[src/rtl/mem_arb_pkg.sv]
// mem_arb_pkg: shared definitions for the fetch/data memory port arbiter.
//   - arb_state_e : arbiter FSM states
//   - owner_e     : which requester owns the in-flight transaction
//   - FUNCT3_WORD : access size used for instruction fetches (32-bit word)
package mem_arb_pkg;

    typedef enum logic [1:0] {
        ST_IDLE   = 2'd0,
        ST_ACCESS = 2'd1,
        ST_RESP   = 2'd2
    } arb_state_e;

    typedef enum logic {
        OWN_FETCH = 1'b0,
        OWN_DATA  = 1'b1
    } owner_e;

    localparam logic [2:0] FUNCT3_WORD = 3'b010;

endpackage

[src/rtl/arb_rr2.sv]
// arb_rr2: two-input round-robin pick.
//   en         in   arbitration allowed this cycle
//   req_fetch  in   fetch requester wants the port
//   req_data   in   data requester wants the port
//   last_d     in   1 = data requester was served last
//   sel_fetch  out  fetch wins this cycle
//   sel_data   out  data wins this cycle
//   last_d_nxt out  updated last-served flag (unchanged when nothing picked)
module arb_rr2 (
    input  logic en,
    input  logic req_fetch,
    input  logic req_data,
    input  logic last_d,
    output logic sel_fetch,
    output logic sel_data,
    output logic last_d_nxt
);

    always_comb begin
        sel_fetch  = 1'b0;
        sel_data   = 1'b0;
        last_d_nxt = last_d;
        if (en) begin
            if (req_fetch && req_data) begin
                // Tie: whoever was not served last goes now.
                sel_data  = ~last_d;
                sel_fetch = last_d;
            end else begin
                sel_fetch = req_fetch;
                sel_data  = req_data;
            end
        end
        if (sel_fetch) begin
            last_d_nxt = 1'b0;
        end else if (sel_data) begin
            last_d_nxt = 1'b1;
        end
    end

endmodule

[src/rtl/mem_port_arbiter.sv]
// mem_port_arbiter: shares one single-port, variable-latency memory between
// the instruction-fetch and load/store requesters of the core.
//   clk, rst                    clock, synchronous active-high reset
//   if_req/if_addr              fetch request (read-only)
//   if_gnt                      fetch accepted this cycle (combinational)
//   if_rvalid/if_rdata/if_err   fetch completion pulse, data, timeout error
//   d_req/d_we/d_addr/d_wdata/d_funct3  load/store request
//   d_gnt/d_rvalid/d_rdata/d_err        as fetch equivalents
//   m_req/m_we/m_addr/m_wdata/m_funct3  memory request, held until ack/timeout
//   m_ack/m_rdata               memory completion and read data
//   busy                        a transaction is in flight (not IDLE)
module mem_port_arbiter
    import mem_arb_pkg::*;
#(
    parameter int ADDR_W  = 32,
    parameter int DATA_W  = 32,
    parameter int TIMEOUT = 16
) (
    input  logic              clk,
    input  logic              rst,
    input  logic              if_req,
    input  logic [ADDR_W-1:0] if_addr,
    output logic              if_gnt,
    output logic              if_rvalid,
    output logic [DATA_W-1:0] if_rdata,
    output logic              if_err,
    input  logic              d_req,
    input  logic              d_we,
    input  logic [ADDR_W-1:0] d_addr,
    input  logic [DATA_W-1:0] d_wdata,
    input  logic [2:0]        d_funct3,
    output logic              d_gnt,
    output logic              d_rvalid,
    output logic [DATA_W-1:0] d_rdata,
    output logic              d_err,
    output logic              m_req,
    output logic              m_we,
    output logic [ADDR_W-1:0] m_addr,
    output logic [DATA_W-1:0] m_wdata,
    output logic [2:0]        m_funct3,
    input  logic              m_ack,
    input  logic [DATA_W-1:0] m_rdata,
    output logic              busy
);

    localparam int CNT_W = $clog2(TIMEOUT + 1);

    arb_state_e        state_q, state_d;
    owner_e            owner_q, owner_d;
    logic              last_d_q, last_d_d;
    logic [CNT_W-1:0]  cnt_q, cnt_d;
    logic              we_q, we_d;
    logic [ADDR_W-1:0] addr_q, addr_d;
    logic [DATA_W-1:0] wdata_q, wdata_d;
    logic [2:0]        funct3_q, funct3_d;
    logic [DATA_W-1:0] rdata_q, rdata_d;
    logic              err_q, err_d;

    logic sel_fetch, sel_data, last_d_nxt;
    logic timeout_hit;
    logic resp_fetch, resp_data;

    // Arbitration only happens in IDLE; reset masks grants so a requester
    // never sees a handshake that the state register then throws away.
    arb_rr2 u_arb (
        .en         (state_q == ST_IDLE && !rst),
        .req_fetch  (if_req),
        .req_data   (d_req),
        .last_d     (last_d_q),
        .sel_fetch  (sel_fetch),
        .sel_data   (sel_data),
        .last_d_nxt (last_d_nxt)
    );

    // cnt_q counts completed ACCESS cycles; on the TIMEOUT-th cycle it holds
    // TIMEOUT-1, so m_req is high for exactly TIMEOUT cycles.
    assign timeout_hit = (cnt_q == CNT_W'(TIMEOUT - 1));

    always_comb begin
        state_d  = state_q;
        owner_d  = owner_q;
        last_d_d = last_d_q;
        cnt_d    = cnt_q;
        we_d     = we_q;
        addr_d   = addr_q;
        wdata_d  = wdata_q;
        funct3_d = funct3_q;
        rdata_d  = rdata_q;
        err_d    = err_q;
        case (state_q)
            ST_IDLE: begin
                if (sel_fetch || sel_data) begin
                    owner_d  = sel_data ? OWN_DATA : OWN_FETCH;
                    last_d_d = last_d_nxt;
                    cnt_d    = '0;
                    if (sel_data) begin
                        we_d     = d_we;
                        addr_d   = d_addr;
                        wdata_d  = d_wdata;
                        funct3_d = d_funct3;
                    end else begin
                        we_d     = 1'b0;
                        addr_d   = if_addr;
                        wdata_d  = '0;
                        funct3_d = FUNCT3_WORD;
                    end
                    state_d = ST_ACCESS;
                end
            end
            ST_ACCESS: begin
                cnt_d = cnt_q + CNT_W'(1);
                // An ack on the timeout cycle still counts as a normal completion.
                if (m_ack) begin
                    rdata_d = we_q ? '0 : m_rdata;
                    err_d   = 1'b0;
                    state_d = ST_RESP;
                end else if (timeout_hit) begin
                    rdata_d = '0;
                    err_d   = 1'b1;
                    state_d = ST_RESP;
                end
            end
            ST_RESP: state_d = ST_IDLE;
            default: state_d = ST_IDLE;
        endcase
    end

    always_ff @(posedge clk) begin
        if (rst) begin
            state_q  <= ST_IDLE;
            owner_q  <= OWN_FETCH;
            last_d_q <= 1'b1;
            cnt_q    <= '0;
            we_q     <= 1'b0;
            addr_q   <= '0;
            wdata_q  <= '0;
            funct3_q <= FUNCT3_WORD;
            rdata_q  <= '0;
            err_q    <= 1'b0;
        end else begin
            state_q  <= state_d;
            owner_q  <= owner_d;
            last_d_q <= last_d_d;
            cnt_q    <= cnt_d;
            we_q     <= we_d;
            addr_q   <= addr_d;
            wdata_q  <= wdata_d;
            funct3_q <= funct3_d;
            rdata_q  <= rdata_d;
            err_q    <= err_d;
        end
    end

    assign if_gnt = sel_fetch;
    assign d_gnt  = sel_data;

    assign m_req    = (state_q == ST_ACCESS);
    assign m_we     = we_q;
    assign m_addr   = addr_q;
    assign m_wdata  = wdata_q;
    assign m_funct3 = funct3_q;
    assign busy     = (state_q != ST_IDLE);

    // Response fields are zero except on the owner's single RESP cycle.
    assign resp_fetch = (state_q == ST_RESP) && (owner_q == OWN_FETCH);
    assign resp_data  = (state_q == ST_RESP) && (owner_q == OWN_DATA);

    assign if_rvalid = resp_fetch;
    assign if_rdata  = resp_fetch ? rdata_q : '0;
    assign if_err    = resp_fetch & err_q;
    assign d_rvalid  = resp_data;
    assign d_rdata   = resp_data ? rdata_q : '0;
    assign d_err     = resp_data & err_q;

endmodule

[config.mk]
export PLATFORM = sky130hd
export DESIGN_NAME = mem_port_arbiter
export DESIGN_NICKNAME = d
export VERILOG_FILES = /design/src/rtl/mem_arb_pkg.sv /design/src/rtl/arb_rr2.sv /design/src/rtl/mem_port_arbiter.sv
export SDC_FILE = /design/constraint.sdc
export NUM_CORES = 1
export LEC_CHECK = 0
export BUFFER_PORTS_ARGS = -buffer_cell sky130_fd_sc_hd__clkbuf_2
export CAP_MARGIN = 20
export CORE_AREA = 2 2 107 109
export CTS_BUF_LIST = sky130_fd_sc_hd__clkbuf_4 sky130_fd_sc_hd__clkbuf_8 sky130_fd_sc_hd__clkbuf_16
export CTS_CLUSTER_SIZE = 8
export DETAILED_ROUTE_END_ITERATION = 10
export DIE_AREA = 0 0 109 111
export PLACE_DENSITY = 0.8
export SLEW_MARGIN = 20
export SYNTH_ARGS = -nofsm -noshare
export SYNTH_HDL_FRONTEND = slang
export SYNTH_SLANG_ARGS = --single-unit
[constraint.sdc]
create_clock -name clk -period 3.4 [get_ports clk]
set_clock_uncertainty 0.1 [all_clocks]
set_input_delay 0.17 -clock clk [delete_from_list [all_inputs] [get_ports clk]]
set_output_delay 0.17 -clock clk [all_outputs]
set_load 0.02 [all_outputs]
Word-level counts from Yosys, hierarchy flattened
Cells that the tools add are included.
Operators by class
  $mul: 0
  shift-type cells: 0
  magnitude comparators: 0
  eq/ne operators: 5
  add/sub/neg operators: 1
  muxes and demuxes: 24
  reductions and logical operators: 16
  bitwise gates (word level): 4
  div/mod/pow operators: 0
Operator list (number)
  $mux 32: 7
  $mux 1: 10
  $pmux 5 s2: 1
  $reduce_and 2->1: 4
  $reduce_bool 2->1: 4
  $mux 2: 3
  $add 5x1->5 const B: 1
  $eq 5x4->1 const B: 1
  $mux 5: 1
  $logic_and 1x1->1: 4
  $pmux 2 s2: 1
  $mux 3: 1
  $ne 3x1->1 const B: 1
  $reduce_and 3->1: 1
  $and 1x1->1: 2
  $eq 2x1->1 const B: 1
  $eq 2x2->1 const B: 1
  $logic_not 2->1: 1
  $ne 2x1->1 const B: 1
  $not 1->1: 2
  $logic_not 1->1: 1
  $logic_or 1x1->1: 1
Word-level totals
  output and inout bits: 140
  ROM bits: 0
  bits in latches: 0
  memories: 0
  register bits after elaboration: 110
  RAM bits: 0

Logic depth before layout (Yosys ltp)
  depth after elaboration: 6
  gate-level depth with buffers: 8
  mapped depth without buffers: 6

Modules after synthesis
A second synthesis with hierarchy kept.
Unflattened totals
  cells, all modules: 514
  area, all modules: 4678.2 µm²
By module, submodules not included
  mem_port_arbiter: times used 1, area each 4642.0 µm², cells an instance 507
  arb_rr2: times used 1, area each 36.3 µm², cells an instance 7

Worst setup path before layout
OpenSTA, ideal clock, no wires.
  kind: reg-to-output
  start point: reg state_q[1]
  end point: out d_rdata[22]
  cell stages (with the launch flop): 5
  arrival time: 1.524 ns
  slack: 1.606 ns
  data required time: 3.130 ns
  path through: dfxtp_1 buf_2 nor3b_1 clkbuf_1 and2_1
On the way
  word-level cells in the longest chain between the ends: 3
RTL lines
  start, declared: line mem_port_arbiter.sv:48  | arb_state_e state_q, state_d;
  start signal, assigned: line mem_port_arbiter.sv:141  | state_q <= state_d;
  $eq 2x2->1: line mem_port_arbiter.sv:166  | assign resp_data = (state_q == ST_RESP) && (owner_q == OWN_DATA);
  $logic_and 1x1->1: line mem_port_arbiter.sv:166
  via d_rvalid: line mem_port_arbiter.sv:33  | output logic d_rvalid,
  $mux 32: line mem_port_arbiter.sv:172  | assign d_rdata = resp_data ? rdata_q : '0;
  end, declared: line mem_port_arbiter.sv:34  | output logic [DATA_W-1:0] d_rdata,
The timed path passes the listed nets, and every way through them passes these cells.

Final worst setup path
  start point: reg state_q[1]
  end point: out if_gnt
On the way
  word-level cells in the longest chain between the ends: 3
RTL lines
  $logic_not 2->1: line mem_port_arbiter.sv:66  | .en (state_q == ST_IDLE && !rst),
  $logic_and 1x1->1: line mem_port_arbiter.sv:66
  $mux 1: line arb_rr2.sv:23  | if (en) begin
  end, declared: line mem_port_arbiter.sv:23  | output logic if_gnt,
Every way passes these cells.

==> summary.md <==
| Metric | Value |
|---|---|
| Drt initial violations | roughly 370 |
| Port Buffer Count | ~280 |
| Max_cap viols | 0 |
| Worst vdd ir | between 0.2 and 0.3 mV |
| Mapped Area | 4777 um^2 |
| Worst-Skew Late Latency | approximately 340 ps |
| Critical path's slowest cell | nor3_4 |
| Tmin final | ~2600 ps |
| First-pass DRT Iterations | 5 |
| Die Y | ~110 um |
| Fmax | approximately 380 MHz |
| Initial antenna violation count | 0 |
| H-tree levels | 3 |
| Post-synth top cells | dfxtp_1 (110), and2_1 (66), a21oi_1 (38) |
| RSZ-0062 raised after global routing | no |
| Pwr dens | roughly 420 nW/um^2 |
| Sum Neg Setup Slack | 0 ps |
| Library cells used by synthesis | 38 |
| DRT antenna net count | 0 |
| Crit path largest cell delay | slightly above 800 ps |
| Row count | 39 |
| Syn_area_per_cell | between 9 and 10 um^2 |
| Fin crit share | 77.02% |
| Core ar. | about 11,000 um^2 |
| GP Congestion | between 0.8 and 0.9 |
| Drt wl/cell | about 16 um |
| CTS Buf Count | 9 |
| Initial Util | between 40% and 50% |
| CTS tree | yes |
| Via count | between 5,000 and 6,000 |
| CP Data Arrival Time | between 2000 and 2500 ps |
| Vias per cell | roughly 5.4 |
| Req. time, crit path | 3130 ps |
| Vias in the first global route | 5,078 |
| Synthesized flop and latch total | 110 |
| Ys flop type | dfxtp_1 |
| Clk root buf | clkbuf_16 |
| Slew @ Worst Pin | just under 1000 ps |
| Ant. Diodes | 0 |
| Clock sinks | between 100 and 150 |
| DRC | 0 |
| Share of the synthesized area in the top cell type | a little under half |
| Nets | 973 |
| GRT Total Usage | roughly a quarter |
| Final Hold Fails | 0 |
| Fill cell count | slightly below 900 |
| Status | complete, no violations |
| Hold WC Path Type | input pin to flip-flop |
| Clk buf depth | 2 |
| Synth async-reset ratio | 0% |
| Leakage | between 0.003 and 0.004 uW |
| Fin. max-slew vios | 0 |
| DP Wirelength | ~11 mm |
| Post-synth top area cell | dfxtp_1 |
| Setup CP Type | flip-flop to output port |
| Max_slew headroom | around a third |
| Area growth syn-to-layout | 50.97% |
| EDFF count, synth | 0 |
| Gr ovfl total | 0 |
| Net Count, Synth | around 660 |
| Crit-path max FO | 26 |
| Share of cells above drive strength 1 | 36.95% |
| Area contributors post-synth | dfxtp_1 (46%), and2_1 (8.6%), a22o_1 (6.4%), nand4b_1 (5.9%), a221o_1 (4.8%) |
| Horiz. Die Dim | 109 um |
| Power, Total | between 3000 and 4000 uW |
| Worst Setup End Kind | output port |
| Die area | 12,100 um^2 |
| Mapped Cells | just over 500 |
| Synth Warn # | 0 |
| Largest net degree at the start of global routing | 54 |
| Sequential share of the synthesized area | between 40% and 50% |
| Final setup viols | 0 |
| Most common cell in the synthesized netlist | dfxtp_1 |
| IO Pins | approximately 280 |
| Clk pin slew, worst setup/hold paths | about 70 ps |
| First-pass GRT wire length | 24.52 mm |
| Startpoint types | flip-flop |
| Final wirelength | ~16 mm |
| Crit-path cells | or3_1, nor3_4, clkbuf_2 |
| Post-CTS Setup Inserts | 0 |
-- cells by family after synthesis --
logic type,after synthesis,synth area share (%)
flip-flops,110,46.10
AND/OR/NAND/NOR,163,22.16
buffers and inverters,86,7.909
AO/OA/AOI/OAI,157,23.31
adder cells (fa/ha/maj),2,0.5238
-- path summary, 6_finish.rpt --
path / depth (start not counted) / startpoint / slack (ps) / endpoint
worst min register to register: 2 / m_funct3[1]$_SDFFE_PP1P_ / 360 / m_funct3[1]$_SDFFE_PP1P_
worst max register to register: 3 / state_q[1]$_SDFFE_PP0P_ / 1250 / m_addr[13]$_SDFFE_PP0P_
worst min-delay path: 3 / m_rdata[22] / 10 / rdata_q[22]$_SDFFE_PP0P_
worst max-delay path: 3 / state_q[1]$_SDFFE_PP0P_ / 780 / if_gnt
-- stage by stage --
| stage | cell area (um^2) | setup WS (ps) | util, % | instances | hold WS (ps) |
|---|---|---|---|---|---|
| floorplan | 4777 | 1606 | - | 518 | 202.6 |
| global placement | 6161 | 1240 | 55.62 | 890 | 288.6 |
| detailed placement | 6161 | 1179 | 55.62 | 890 | 289.4 |
| CTS | 7212 | 797.7 | 65.11 | 982 | 0.8369 |
| global route | 7212 | 673.5 | 65.11 | 982 | 10.15 |
| finish | 7212 | 781.4 | 65.11 | 982 | 14.71 |
-- final cells by class --
class	instances	area [um^2]	share of cell area (%)
multi-input combinational	322	2221	30.79
tap	143	178.9	2.481
sequential	110	2202	30.53
timing repair buffer	360	2202	30.53
clock inverter	4	30.03	0.4164
inverter	31	117.6	1.631
clock buffer	12	260.3	3.609
-- per-layer routing --
metal | vias to the layer above | global-route usage [%] | part of all wire (%)
li1 | 2525 | - | -
met1 | 2438 | 28.53 | 38
met2 | 288 | 43.98 | 50
met3 | 43 | 5.938 | 8.2
met4 | 0 | 12.56 | 4.1
met5 | - | 0 | 0
-- where the power goes --
part / internal, uW / switching, uW
combinational: 246 / 317
clock: 549 / 462
sequential: 1370 / 62.2
-- worst max-delay path, delay by kind of cell, from the launching register on --
| kind | cells | cell delay [ps] |
|---|---|---|
| AND/OR/NAND/NOR | 2 | 1300 |
| flip-flops | 1 | 390 |
| buffers and inverters | 1 | 310 |
-- cell usage in the layout (no fill, tap or decap), types with 2 or more instances in the layout --
cell,instances
a21oi_1,37
a221o_1,23
a22o_1,35
a311oi_1,9
and2_1,66
buf_4,8
clkbuf_16,9
clkbuf_2,276
clkbuf_8,2
clkinv_2,2
dfxtp_1,110
dlygate4sd3_1,76
ha_1,2
inv_1,28
nand2b_1,3
nand3_1,2
nand4_1,9
nand4b_1,32
nor2_1,2
nor2b_1,2
nor3_1,36
nor3b_2,2
o21ai_0,35
o31ai_1,11
or3_1,2
-- sequential cells by signal, indices dropped and copies added (netlist names) --
signal    cells
state_q       2
err_q         1
rdata_q      32
m_wdata      32
m_funct3      3
cnt_q         5
last_d_q      1
owner_q       1
m_addr       32
m_we          1
-- repair_timing --
item	in CTS	in global routing
hold endpoints to repair	76	0
gates resized for setup	0	0
hold buffers	76	0
No activity file was read; power rests on OpenSTA's default activity.
